<file path="config.mk">
export PLATFORM = sky130hd
export DESIGN_NAME = seq_alu
export DESIGN_NICKNAME = d
export VERILOG_FILES = /design/src/rtl/seq_alu.sv
export SDC_FILE = /design/constraint.sdc
export NUM_CORES = 1
export LEC_CHECK = 0
export BUFFER_PORTS_ARGS = -buffer_cell sky130_fd_sc_hd__buf_2
export CORE_AREA = 2 2 144 146
export DETAILED_ROUTE_END_ITERATION = 16
export DIE_AREA = 0 0 146 148
export PLACE_DENSITY = 0.69
export SLEW_MARGIN = 0
export SYNTH_ARGS = -nofsm -noshare
export SYNTH_HDL_FRONTEND = slang
export SYNTH_SLANG_ARGS = --single-unit
</file>
<file path="constraint.sdc">
create_clock -name clk -period 3.6 [get_ports clk]
set_input_delay 1.08 -clock clk [delete_from_list [all_inputs] [get_ports clk]]
set_output_delay 1.08 -clock clk [all_outputs]
set_load 0.03 [all_outputs]
</file>
<file path="src/rtl/seq_alu.sv">
// seq_alu: multi-cycle signed ALU (ADD, SUB, MUL, DIV, EXP) with a start/busy/done handshake.
// MUL and EXP use an iterative shift-add multiplier. DIV uses restoring division.
// Both work on operand magnitudes, and the sign is applied in the FIX state.
//
// Ports:
//   clk     rising-edge clock
//   rst_n   synchronous active-low reset; aborts any operation without a done pulse
//   start   request; accepted when start=1 and busy=0 (IDLE or DONE state)
//   op      000 ADD, 001 SUB, 010 MUL, 011 DIV, 100 EXP, others invalid
//   a, b    signed WIDTH-bit operands, captured at acceptance
//   busy    high while an accepted operation is in flight
//   done    one-cycle pulse; result/rem/ovf are valid from this cycle
//   result  signed 2*WIDTH-bit result, held until the next done
//   rem     signed remainder (DIV only, else 0)
//   ovf     overflow/error flag, held with result
module seq_alu #(
  parameter int unsigned WIDTH = 8
) (
  input  logic                 clk,
  input  logic                 rst_n,
  input  logic                 start,
  input  logic [2:0]           op,
  input  logic [WIDTH-1:0]     a,
  input  logic [WIDTH-1:0]     b,
  output logic                 busy,
  output logic                 done,
  output logic [2*WIDTH-1:0]   result,
  output logic [WIDTH-1:0]     rem,
  output logic                 ovf
);

  localparam int unsigned W2   = 2 * WIDTH;
  localparam int unsigned W3   = 3 * WIDTH;
  localparam int unsigned CntW = $clog2(WIDTH);

  localparam logic [2:0] OpAdd = 3'b000;
  localparam logic [2:0] OpSub = 3'b001;
  localparam logic [2:0] OpMul = 3'b010;
  localparam logic [2:0] OpDiv = 3'b011;
  localparam logic [2:0] OpExp = 3'b100;

  localparam logic [W2-1:0] One2    = {{(W2-1){1'b0}}, 1'b1};
  // Magnitude 2^(2W-1): the only out-of-positive-range value that is still a legal negative
  // result.
  localparam logic [W3-1:0] MinMag  = {{WIDTH{1'b0}}, 1'b1, {(W2-1){1'b0}}};
  localparam logic [CntW-1:0] LastIt = CntW'(WIDTH - 1);

  typedef enum logic [2:0] {StIdle, StMulIt, StDivIt, StExpIt, StFix, StDone} state_e;

  state_e            state_q, state_d;
  logic [2:0]        op_q, op_d;
  logic [WIDTH-1:0]  a_q, a_d, b_q, b_d;
  // Working product/quotient register: {hi, lo}.
  logic [W2-1:0]     hi_q, hi_d;
  logic [WIDTH-1:0]  lo_q, lo_d;
  logic [W2-1:0]     mcand_q, mcand_d;
  logic [W2-1:0]     acc_q, acc_d;
  logic              err_q, err_d;
  logic [CntW-1:0]   cnt_q, cnt_d;
  logic [WIDTH-1:0]  pass_q, pass_d;
  logic [W2-1:0]     result_q, result_d;
  logic [WIDTH-1:0]  rem_q, rem_d;
  logic              ovf_q, ovf_d;

  function automatic logic [WIDTH-1:0] mag_w(input logic [WIDTH-1:0] v);
    return v[WIDTH-1] ? -v : v;
  endfunction

  function automatic logic [W2-1:0] mag_2w(input logic [W2-1:0] v);
    return v[W2-1] ? -v : v;
  endfunction

  // One shift-add multiply step.
  logic [W2:0]       add_sum;
  logic [W2-1:0]     mul_hi;
  logic [WIDTH-1:0]  mul_lo;
  logic [W3-1:0]     prod;
  // One restoring-divide step.
  logic [WIDTH:0]    rem_sh;
  logic [WIDTH-1:0]  trial;
  logic              div_ge;
  // End-of-pass EXP update.
  logic              exp_neg, exp_fits;
  logic [W2-1:0]     exp_acc;
  // FIX-state helpers.
  logic [W2-1:0]     a_ext, b_ext, mul_mag, quo;
  logic              sign_neg;
  logic              last_it;

  always_comb begin
    add_sum  = {1'b0, hi_q} + (lo_q[0] ? {1'b0, mcand_q} : '0);
    mul_hi   = add_sum[W2:1];
    mul_lo   = {add_sum[0], lo_q[WIDTH-1:1]};
    prod     = {mul_hi, mul_lo};

    rem_sh   = {hi_q[WIDTH-1:0], lo_q[WIDTH-1]};
    div_ge   = rem_sh >= {1'b0, mcand_q[WIDTH-1:0]};
    trial    = rem_sh[WIDTH-1:0] - mcand_q[WIDTH-1:0];

    exp_neg  = acc_q[W2-1] ^ a_q[WIDTH-1];
    exp_fits = (prod[W3-1:W2-1] == '0) || (exp_neg && (prod == MinMag));
    exp_acc  = exp_neg ? -prod[W2-1:0] : prod[W2-1:0];

    a_ext    = {{WIDTH{a_q[WIDTH-1]}}, a_q};
    b_ext    = {{WIDTH{b_q[WIDTH-1]}}, b_q};
    mul_mag  = {hi_q[WIDTH-1:0], lo_q};
    quo      = {{WIDTH{1'b0}}, lo_q};
    sign_neg = a_q[WIDTH-1] ^ b_q[WIDTH-1];
    last_it  = (cnt_q == LastIt);
  end

  always_comb begin
    state_d  = state_q;
    op_d     = op_q;
    a_d      = a_q;
    b_d      = b_q;
    hi_d     = hi_q;
    lo_d     = lo_q;
    mcand_d  = mcand_q;
    acc_d    = acc_q;
    err_d    = err_q;
    cnt_d    = cnt_q;
    pass_d   = pass_q;
    result_d = result_q;
    rem_d    = rem_q;
    ovf_d    = ovf_q;

    unique case (state_q)
      StIdle, StDone: begin
        state_d = StIdle;
        if (start) begin
          op_d  = op;
          a_d   = a;
          b_d   = b;
          err_d = 1'b0;
          acc_d = One2;
          cnt_d = '0;
          hi_d  = '0;
          // Single-step ops still pass through FIX so that done lands one edge after acceptance.
          state_d = StFix;
          case (op)
            OpMul: begin
              mcand_d = {{WIDTH{1'b0}}, mag_w(a)};
              lo_d    = mag_w(b);
              state_d = StMulIt;
            end
            OpDiv: begin
              mcand_d = {{WIDTH{1'b0}}, mag_w(b)};
              lo_d    = mag_w(a);
              state_d = StDivIt;
            end
            OpExp: begin
              if (!b[WIDTH-1] && (b != '0)) begin
                mcand_d = One2;
                lo_d    = mag_w(a);
                pass_d  = b;
                state_d = StExpIt;
              end
            end
            default: ;
          endcase
        end
      end

      StMulIt: begin
        hi_d  = mul_hi;
        lo_d  = mul_lo;
        cnt_d = cnt_q + CntW'(1);
        if (last_it) begin
          cnt_d   = '0;
          state_d = StFix;
        end
      end

      StDivIt: begin
        hi_d  = {{WIDTH{1'b0}}, (div_ge ? trial : rem_sh[WIDTH-1:0])};
        lo_d  = {lo_q[WIDTH-2:0], div_ge};
        cnt_d = cnt_q + CntW'(1);
        if (last_it) begin
          cnt_d   = '0;
          state_d = StFix;
        end
      end

      StExpIt: begin
        hi_d  = mul_hi;
        lo_d  = mul_lo;
        cnt_d = cnt_q + CntW'(1);
        if (last_it) begin
          // Keep the wrapped product; later passes stay correct modulo 2^(2W).
          acc_d  = exp_acc;
          err_d  = err_q | ~exp_fits;
          pass_d = pass_q - WIDTH'(1);
          cnt_d  = '0;
          if (pass_q == WIDTH'(1)) begin
            state_d = StFix;
          end else begin
            hi_d    = '0;
            lo_d    = mag_w(a_q);
            mcand_d = mag_2w(exp_acc);
          end
        end
      end

      StFix: begin
        state_d  = StDone;
        result_d = '0;
        rem_d    = '0;
        ovf_d    = 1'b0;
        case (op_q)
          OpAdd: result_d = a_ext + b_ext;
          OpSub: result_d = a_ext - b_ext;
          OpMul: result_d = sign_neg ? -mul_mag : mul_mag;
          OpDiv: begin
            if (b_q == '0) begin
              ovf_d = 1'b1;
            end else begin
              result_d = sign_neg ? -quo : quo;
              rem_d    = a_q[WIDTH-1] ? -hi_q[WIDTH-1:0] : hi_q[WIDTH-1:0];
            end
          end
          OpExp: begin
            if (b_q == '0) begin
              result_d = One2;
            end else if (b_q[WIDTH-1]) begin
              // Negative exponent: only +-1 have non-zero integer results; 0^-n is an error.
              if (a_q == WIDTH'(1)) begin
                result_d = One2;
              end else if (a_q == '1) begin
                result_d = b_q[0] ? '1 : One2;
              end else if (a_q == '0) begin
                ovf_d = 1'b1;
              end
            end else begin
              result_d = acc_q;
              ovf_d    = err_q;
            end
          end
          default: ovf_d = 1'b1;
        endcase
      end

      default: state_d = StIdle;
    endcase
  end

  always_ff @(posedge clk) begin
    if (!rst_n) begin
      state_q  <= StIdle;
      op_q     <= '0;
      a_q      <= '0;
      b_q      <= '0;
      hi_q     <= '0;
      lo_q     <= '0;
      mcand_q  <= '0;
      acc_q    <= '0;
      err_q    <= 1'b0;
      cnt_q    <= '0;
      pass_q   <= '0;
      result_q <= '0;
      rem_q    <= '0;
      ovf_q    <= 1'b0;
    end else begin
      state_q  <= state_d;
      op_q     <= op_d;
      a_q      <= a_d;
      b_q      <= b_d;
      hi_q     <= hi_d;
      lo_q     <= lo_d;
      mcand_q  <= mcand_d;
      acc_q    <= acc_d;
      err_q    <= err_d;
      cnt_q    <= cnt_d;
      pass_q   <= pass_d;
      result_q <= result_d;
      rem_q    <= rem_d;
      ovf_q    <= ovf_d;
    end
  end

  assign busy   = (state_q != StIdle) && (state_q != StDone);
  assign done   = (state_q == StDone);
  assign result = result_q;
  assign rem    = rem_q;
  assign ovf    = ovf_q;

endmodule
</file>
Yosys cells after proc, flatten, opt, wreduce, memory -nomap -nowiden
Cells that the tools add are included.
{"block": "op_classes", "add_sub_neg": 14, "magnitude_cmp": 1, "eq_ne": 27, "mux": 63, "n_bitwise": 4, "n_reduce_logical": 27}
{"op": "two-way mux 16 bit", "n": 20}
{"op": "two-way mux 8 bit", "n": 15}
{"op": "case mux 16 bit (5 select lines)", "n": 1}
{"op": "case mux 16 bit (2 select lines)", "n": 2}
{"op": "case mux 16 bit (4 select lines)", "n": 1}
{"op": "negator 16 bit", "n": 3}
{"op": "case mux 16 bit (3 select lines)", "n": 1}
{"op": "negator 8 bit", "n": 4}
{"op": "case mux 8 bit (4 select lines)", "n": 1}
{"op": "== test 24 x 16 -> 1 bit (second input constant)", "n": 1}
{"op": "case mux 8 bit (3 select lines)", "n": 1}
{"op": "two-way mux 3 bit", "n": 7}
{"op": "== test 3 x 2 -> 1 bit (second input constant)", "n": 6}
{"op": "adder 16 x 16 -> 17 bit", "n": 1}
{"op": "== test 8 x 1 -> 1 bit (second input constant)", "n": 2}
{"op": "logical NOT 8 bit", "n": 2}
{"op": "negator 8 -> 16 bit", "n": 1}
{"op": "case mux 8 bit (2 select lines)", "n": 1}
{"op": "== test 3 bit (second input constant)", "n": 5}
{"op": "case mux 3 bit (4 select lines)", "n": 1}
{"op": "inequality test 2 bit (second input constant)", "n": 5}
{"op": "adder 8 x 8 -> 9 bit", "n": 1}
{"op": "greater-or-equal comparator 9 x 8 -> 1 bit", "n": 1}
{"op": "logical NOT 9 bit", "n": 1}
{"op": "32 further kinds", "n": 52}
{"block": "totals", "ff_bits": 115, "in_bits": 22, "output_inout_bits": 27, "word_cells": 150}

Logic depth before layout (Yosys ltp)
Gate-level depths: netlist of run 1.
{"block": "logic_depth", "word_depth": 9, "depth_mapped": 15, "ltp_nobuf": 13}

Least setup slack after synthesis of run 1
OpenSTA, ideal clock, no wires.
{"block": "synth_path", "kind": "register to register", "from": "register lo_q[0]", "to": "register err_q", "setup_time_ns": 0.120, "arrival_time_ns": 3.460, "required_ns": 3.480, "path_slack_ns": 0.020, "stages_incl_launch_ff": 12, "n_path_buf": 1, "synth_period_minus_slack_ns": 3.580, "cell_sequence": "dfxtp_1 > clkbuf_1 > and2_1 > ha_1 > fa_1 > or3_4 > o21ba_1 > or4b_4 > or4_1 > a21oi_1 > o211ai_1 > o31a_1"}
{"block": "synth_between", "elab_chain_cells": 9, "elab_cells_between_ends": 10, "cone_classes": "add/sub (1); eq/ne (1); mux (3); bitwise (2); reduce/logical (3)"}
{"element": "from (decl)", "line": "55", "source": "logic [WIDTH-1:0] lo_q, lo_d;"}
{"element": "from (signal assigned)", "line": "269", "source": "lo_q <= lo_d;"}
{"element": "two-way mux 16 bit *", "line": "91", "source": "add_sum = {1'b0, hi_q} + (lo_q[0] ? {1'b0, mcand_q} : '0);"}
{"element": "adder 16 x 16 -> 17 bit *", "line": "91"}
{"element": "== test 24 x 16 -> 1 bit", "line": "101", "source": "exp_fits = (prod[W3-1:W2-1] == '0) || (exp_neg && (prod == MinMag));"}
{"element": "logical AND 1 bit", "line": "101"}
{"element": "logical OR 1 bit *", "line": "101"}
{"element": "NOT 1 bit *", "line": "192", "source": "err_d = err_q | ~exp_fits;"}
{"element": "bitwise OR 1 bit *", "line": "192"}
{"element": "two-way mux 1 bit *", "line": "189", "source": "if (last_it) begin"}
{"element": "case mux 1 bit (2 select lines) *", "line": "128", "source": "unique case (state_q)"}
{"element": "to (signal assigned)", "line": "272", "source": "err_q <= err_d;"}
{"element": "to (decl)", "line": "58", "source": "logic err_q, err_d;"}
Mark *: on every way between the ends. The rest lies on a longest branch, timed or not. The select of a mux whose other input is x is not followed.
A chain may end at the register's enable or synchronous reset.

Worst setup path after layout of run 1
Same ends and word-level chain as after synthesis.

==> results of run 1 <==
[worst reg2reg max path, delay by kind of cell (launching register included)]
family          cells  cell delay [ps]
compound gates      4              750
simple gates        4             1590
flops               1              370
fa+ha+maj           2              660
[repair_timing]
item                       4_1_cts  5_1_grt
setup endpoints to repair        7       12
setup buffers                    0        2
pin swaps                        0        1
resized for setup                2        5
[report_power, final]
part / leakage (nW) / internal (mW) / switching [mW] / total (mW)
Sequential: 0.934 / 1.47 / 0.275 / 1.75
Combinational: 2.83 / 1.62 / 2.51 / 4.13
Clock: 0.285 / 1.10 / 0.636 / 1.74
[metrics by stage]
step / std cells / setup WS (ps) / power (mW) / utilization, %
6_report: 1525 / 127 / 7.62 / 51.6
5_1_grt: 1525 / 16.5 / 8.09 / 51.6
4_1_cts: 1523 / 56.5 / 7.51 / 51.4
3_5_place_dp: 1492 / -36.0 / 5.74 / 48.3
3_3_place_gp: 1492 / 71.7 / 5.71 / 48.3
2_1_floorplan: 1181 / 20.4 / 4.54 / -
[routing by layer]
layer / track usage, % / routed length, µm / up-vias
met5: 0 / 0 / -
li1: - / - / 4328
met2: 39.7 / 11800 / 274
met1: 32.0 / 12000 / 4054
met3: 3.67 / 1500 / 47
met4: 8.06 / 621 / 0
[cell families (layout without fill, tap and decap cells)]
logic type | after synthesis | count (layout) | synth area share [%]
AND/OR/NAND/NOR | 440 | 440 | 24.2
XOR/XNOR | 79 | 79 | 7.86
buffers and inverters | 121 | 195 | 5.36
AO/OA/AOI/OAI | 351 | 351 | 26.3
adder cells (fa/ha/maj) | 57 | 57 | 8.36
multiplexers | 18 | 18 | 2.08
flip-flops | 115 | 115 | 25.9
[cell type report]
type / count / area (µm²)
Clock buffer: 19 / 443
Inverter: 50 / 188
Multi-Input combinational cell: 945 / 6150
Fill cell: 1969 / 9710
Sequential cell: 115 / 2300
Tap cell: 270 / 338
Clock inverter: 12 / 158
Timing Repair Buffer: 114 / 752
[registers in the layout, summed over array words and instances, names as in the netlist]
signal / flops
ovf: 1
result: 16
cnt_q: 3
pass_q: 8
hi_q: 16
b_q: 8
mcand_q: 16
op_q: 3
state_q: 3
a_q: 8
lo_q: 8
acc_q: 16
err_q: 1
rem: 8
[cell usage in the layout, fill, tap and decap left out, types with 9 or more instances in the layout]
| cell | n |
|---|---|
| a21boi_0 | 37 |
| a21o_1 | 9 |
| a21oi_1 | 64 |
| a22oi_1 | 26 |
| a31oi_1 | 10 |
| and2_1 | 24 |
| buf_2 | 48 |
| buf_4 | 64 |
| clkbuf_16 | 17 |
| dfxtp_1 | 115 |
| ha_1 | 52 |
| inv_1 | 50 |
| mux2i_1 | 14 |
| nand2_1 | 150 |
| nand2b_1 | 19 |
| nand3_1 | 27 |
| nor2_1 | 93 |
| nor2b_1 | 42 |
| nor3_1 | 29 |
| o211ai_1 | 11 |
| o21ai_0 | 80 |
| o22ai_1 | 21 |
| o31ai_1 | 9 |
| xnor2_1 | 50 |
| xor2_1 | 27 |
[final timing paths]
| path | endpoint | slack, ps |
|---|---|---|
| worst max-delay path | err_q | 130 |
| worst min-delay path | result[14] | 450 |
| worst max register to register | err_q | 130 |
| worst min register to register | result[14] | 450 |
==> results.ini, run 1 <==
[critical_path]
path_buf_inv=0
worstRegToRegCells=10
cp_max_fo=4
cp-end-kind=flop
required_ps=3910
r2r_start=lo_q[0]
path_delay_family=simple AND/OR/NAND/NOR gates
path_depth=10
cp-start-kind=flop
worstPathCellList=and2_1 > ha_2 > fa_2 > or3_4 > o21ba_1 > or4b_4 > or4_1 > a21oi_2 > o211ai_1 > o31a_1
cp.arrival_ps=3780
startpoint=lo_q[0]
critPathMaxStageDelay_ps=550
cpMaxStageDelayCell=or4_1
critPathKind=flop to flop

[yosys]
ys_warn_count=0
yosysMostFrequentCell=nand2_1
synth.top_cell.area_share_pct=25.9
yosys_most_used_dff=dfxtp_1
syn_inst=1181
synth_area_per_cell_um2=7.53
yosys_register_bits=115
synth_nets=1260
synthTopCellsByCount=150 x nand2_1, 115 x dfxtp_1, 93 x nor2_1
syn_area_um2=8890
seq_area_frac_synth_pct=25.9
async_flop_share_pct=0
synth_edf_count=0
yosys.area.top_type=dfxtp_1
ys_types=83
synth_area_leaders=dfxtp_1 26%, ha_1 7.5%, nand2_1 6.3%

[floorplan]
fp.coreArea_um2=20000
die_area_um2=21600
pin_count=49
dieWidth_um=146
rows=52
die_h_um=148
floorplan.initialDensity_pct=44.4

[clock_network]
cts_root_buf=clkbuf_16
cts_buffers=17
clk_pin_slew_ps=60
hold_buffers=0
clock_sinks=115
clk-insertion-delay-late_ps=420
cts_tree=built
cts_htree_levels=4
clk_path_buf_depth=2

[timing]
hold_violations=0
finalHoldWorstSlack_ps=449
fin_crit_ps=3470
max_freq_ghz=0.288
skew_ps=11.9
worst-slew-pin-transition_ps=856
maxSlewHeadroom_pct=42.5
rsz0062_at_grt=false
period_share_pct=96.5
slew_viol_final=0
final-setup-viol-count=0
tns_ps=0

[layout]
drive_gt1_share_pct=13.9
area_delta_synth_final_pct=16.1
n_antenna_cell=0
fin_nets=1322
fin_area_um2=10300

[detailed_routing]
wl_per_cell_um=17.0
via_count=8703
detail-route-antenna-nets=0
vias_per_cell=5.71
drc_errors=0
drtIter0Drc=787
wirelength_um=25900
drtPass1Iterations=5

[global_routing]
grt_remaining_overflow=0
antenna_found_initial=0
grt_max_degree=47
grt_pass1_wl_um=42300
grt_pass1_vias=8258
track_usage_pct=24.0

[power]
p_leak_nw=4.05
power_density_nw_per_um2=738
ir_drop_v=0.000439

[worst_hold_path]
hold_class=flop to flop
hp-start=result[14]
hold_depth=2

[outcome]
outcome=completed

[place]
dp_hpwl_um=19200
port_buffers=48
globalplace.congestion=0.938
placed_cell_area_um2=9690

[flow_run]
maxCapViolCount=0

No activity file was read; power rests on OpenSTA's default activity.
==> run 2, diff against run 1 <==
Settings changed: CORE_AREA 2 2 144 146 to 2 2 153 155, DIE_AREA 0 0 146 148 to 0 0 155 157, PLACE_DENSITY 0.69 to 0.63.
==> results.ini, run 2 (synthesized netlist as in run 1, its figures left out) <==
[power]
swShare_pct=44.1
p_comb_share_pct=53.0
p_leak_nw=4.07
p_clk_share_pct=24.4
switchingPower_mw=3.43
p_seq_share_pct=22.7
power_density_nw_per_um2=743
ir_drop_v=0.000394
total_power_mw=7.76
power.internal_mw=4.34

[floorplan]
dieWidth_um=155
die_area_um2=24300
rows=55
fp.coreArea_um2=22500
floorplan.initialDensity_pct=39.5
pin_count=49
die_h_um=157

[critical_path]
cp-start-kind=flop
critPathMaxStageDelay_ps=550
required_ps=3920
worstPathCellList=and2_1 > ha_2 > fa_2 > xor2_1 > or3_4 > o21ba_1 > or4b_4 > or4_1 > a21oi_2 > o211ai_1 > o31a_1
cpMaxStageDelayCell=or4_1
worstRegToRegCells=11
r2r_start=mcand_q[0]
regToRegSetupSlack_ps=150
cp.arrival_ps=3770
critPathKind=flop to flop
r2r_end=err_q
cp-end-kind=flop
cp_max_fo=6

[worst_hold_path]
hold_class=flop to flop
hold_depth=2
hold_end=mcand_q[13]
hp-start=mcand_q[13]

[clock_network]
cts_buffers=17
cts_root_buf=clkbuf_16
clk_path_buf_depth=2
hold_buffers=0
clk-insertion-delay-late_ps=430
clk_pin_slew_ps=60
cts_htree_levels=4
clock_sinks=115
cts_tree=built

[timing]
finalHoldWorstSlack_ps=445
maxSlewHeadroom_pct=35.4
worst-slew-pin-transition_ps=965
final-setup-viol-count=0
max_freq_ghz=0.289
slew_viol_final=0
period_share_pct=96.0
skew_ps=15.1
rsz0062_at_grt=false
setup_slack_ps=145
tns_ps=0
hold_violations=0
fin_crit_ps=3450

[layout]
fin_nets=1324
fillers=2197
area_delta_synth_final_pct=17.5
multiInputGateArea_um2=6200
final-seq-area_um2=2300
layout_common_cells=150 x nand2_1, 114 x dfxtp_1, 91 x nor2_1
final_common_cell=nand2_1
drive_gt1_share_pct=14.4
n_antenna_cell=0

[detailed_routing]
vias_per_cell=5.59
drtPass1Iterations=6
wl_per_cell_um=17.0
drc_errors=0
drtIter0Drc=727
wirelength_um=26200
detail-route-antenna-nets=0
via_count=8633

[global_routing]
track_usage_pct=22.2
antenna_found_initial=0
grt_pass1_wl_um=43700
grt_max_degree=39
grt_remaining_overflow=0
grt_pass1_vias=8320

[flow_run]
maxCapViolCount=0

[place]
globalplace.congestion=0.913
port_buffers=48
dpl_worst_slack_ps=4.93
dp_hpwl_um=19700

[outcome]
outcome=completed

[run 2: cell types whose count changed in the layout (fill, tap and decap cells not counted), moves of 2 or more]
cell,before,now
ha_1,52,50
nor2_1,93,91
ha_4,0,2
buf_4,64,67
clkinv_2,2,0
nor2_2,0,2
clkbuf_1,1,3
bufinv_16,3,5
[run 2: layout make-up]
cell class	count	area share, %
multi-input cells	945	59.3
repair buffers	116	7.22
well taps	285	3.41
clock buffers	21	4.31
clock inverters	11	1.92
flip-flops and latches	115	22.0
inverters	50	1.80
[run 2: metrics by stage]
step,instance area (µm²),utilization [%],std cells
final,10500,46.4,1543
after global routing,10500,46.4,1543
after CTS,10400,46.1,1541
after detailed placement,9720,43.2,1509
after global placement,9720,43.2,1509
after floorplan,8890,-,1181
[run 2: power by group through the flow]
stage	Clock, mW	Combinational (mW)	Sequential [mW]
4_1_cts	1.92	4.02	1.75
2_1_floorplan	0	2.84	1.70
5_1_grt	1.97	4.55	1.80
3_5_place_dp	0	3.98	1.78
6_report	1.89	4.11	1.76
3_3_place_gp	0	3.96	1.77
[run 2: worst max-delay path by stage]
stage | start | end | slack, ps | cells after the start
global route | mcand_q[0] | mcand_q[15] | 10 | 13
detailed placement | lo_q[0] | mcand_q[6] | 5 | 13
finish | mcand_q[0] | err_q | 150 | 11
global placement | mcand_q[0] | err_q | 30 | 11
CTS | lo_q[0] | err_q | 40 | 11
floorplan | lo_q[0] | err_q | 20 | 11
[run 2: critical path: cells and delay by family (launching register included)]
| kind | cells | cell delay (ps) |
|---|---|---|
| simple gates | 4 | 1570 |
| compound gates | 4 | 750 |
| fa+ha+maj | 2 | 540 |
| flops | 1 | 310 |
| xor+xnor | 1 | 180 |
[run 2: layer usage]
layer  share of wire, %  track usage, %  vias to the layer above
met5                  0               0                        -
met3                5.1            4.27                       38
met2                 45            35.5                      219
li1                   -               -                     4347
met1                 48            30.1                     4029
met4                2.3            7.45                        0
[run 2: what timing repair did]
item / in CTS / in global routing
endpoints found under the setup margin: 2 / 17
endpoints found under the hold margin: 0 / 0
setup buffers: 0 / 2
pin swaps: 0 / 4
resized for setup: 2 / 13
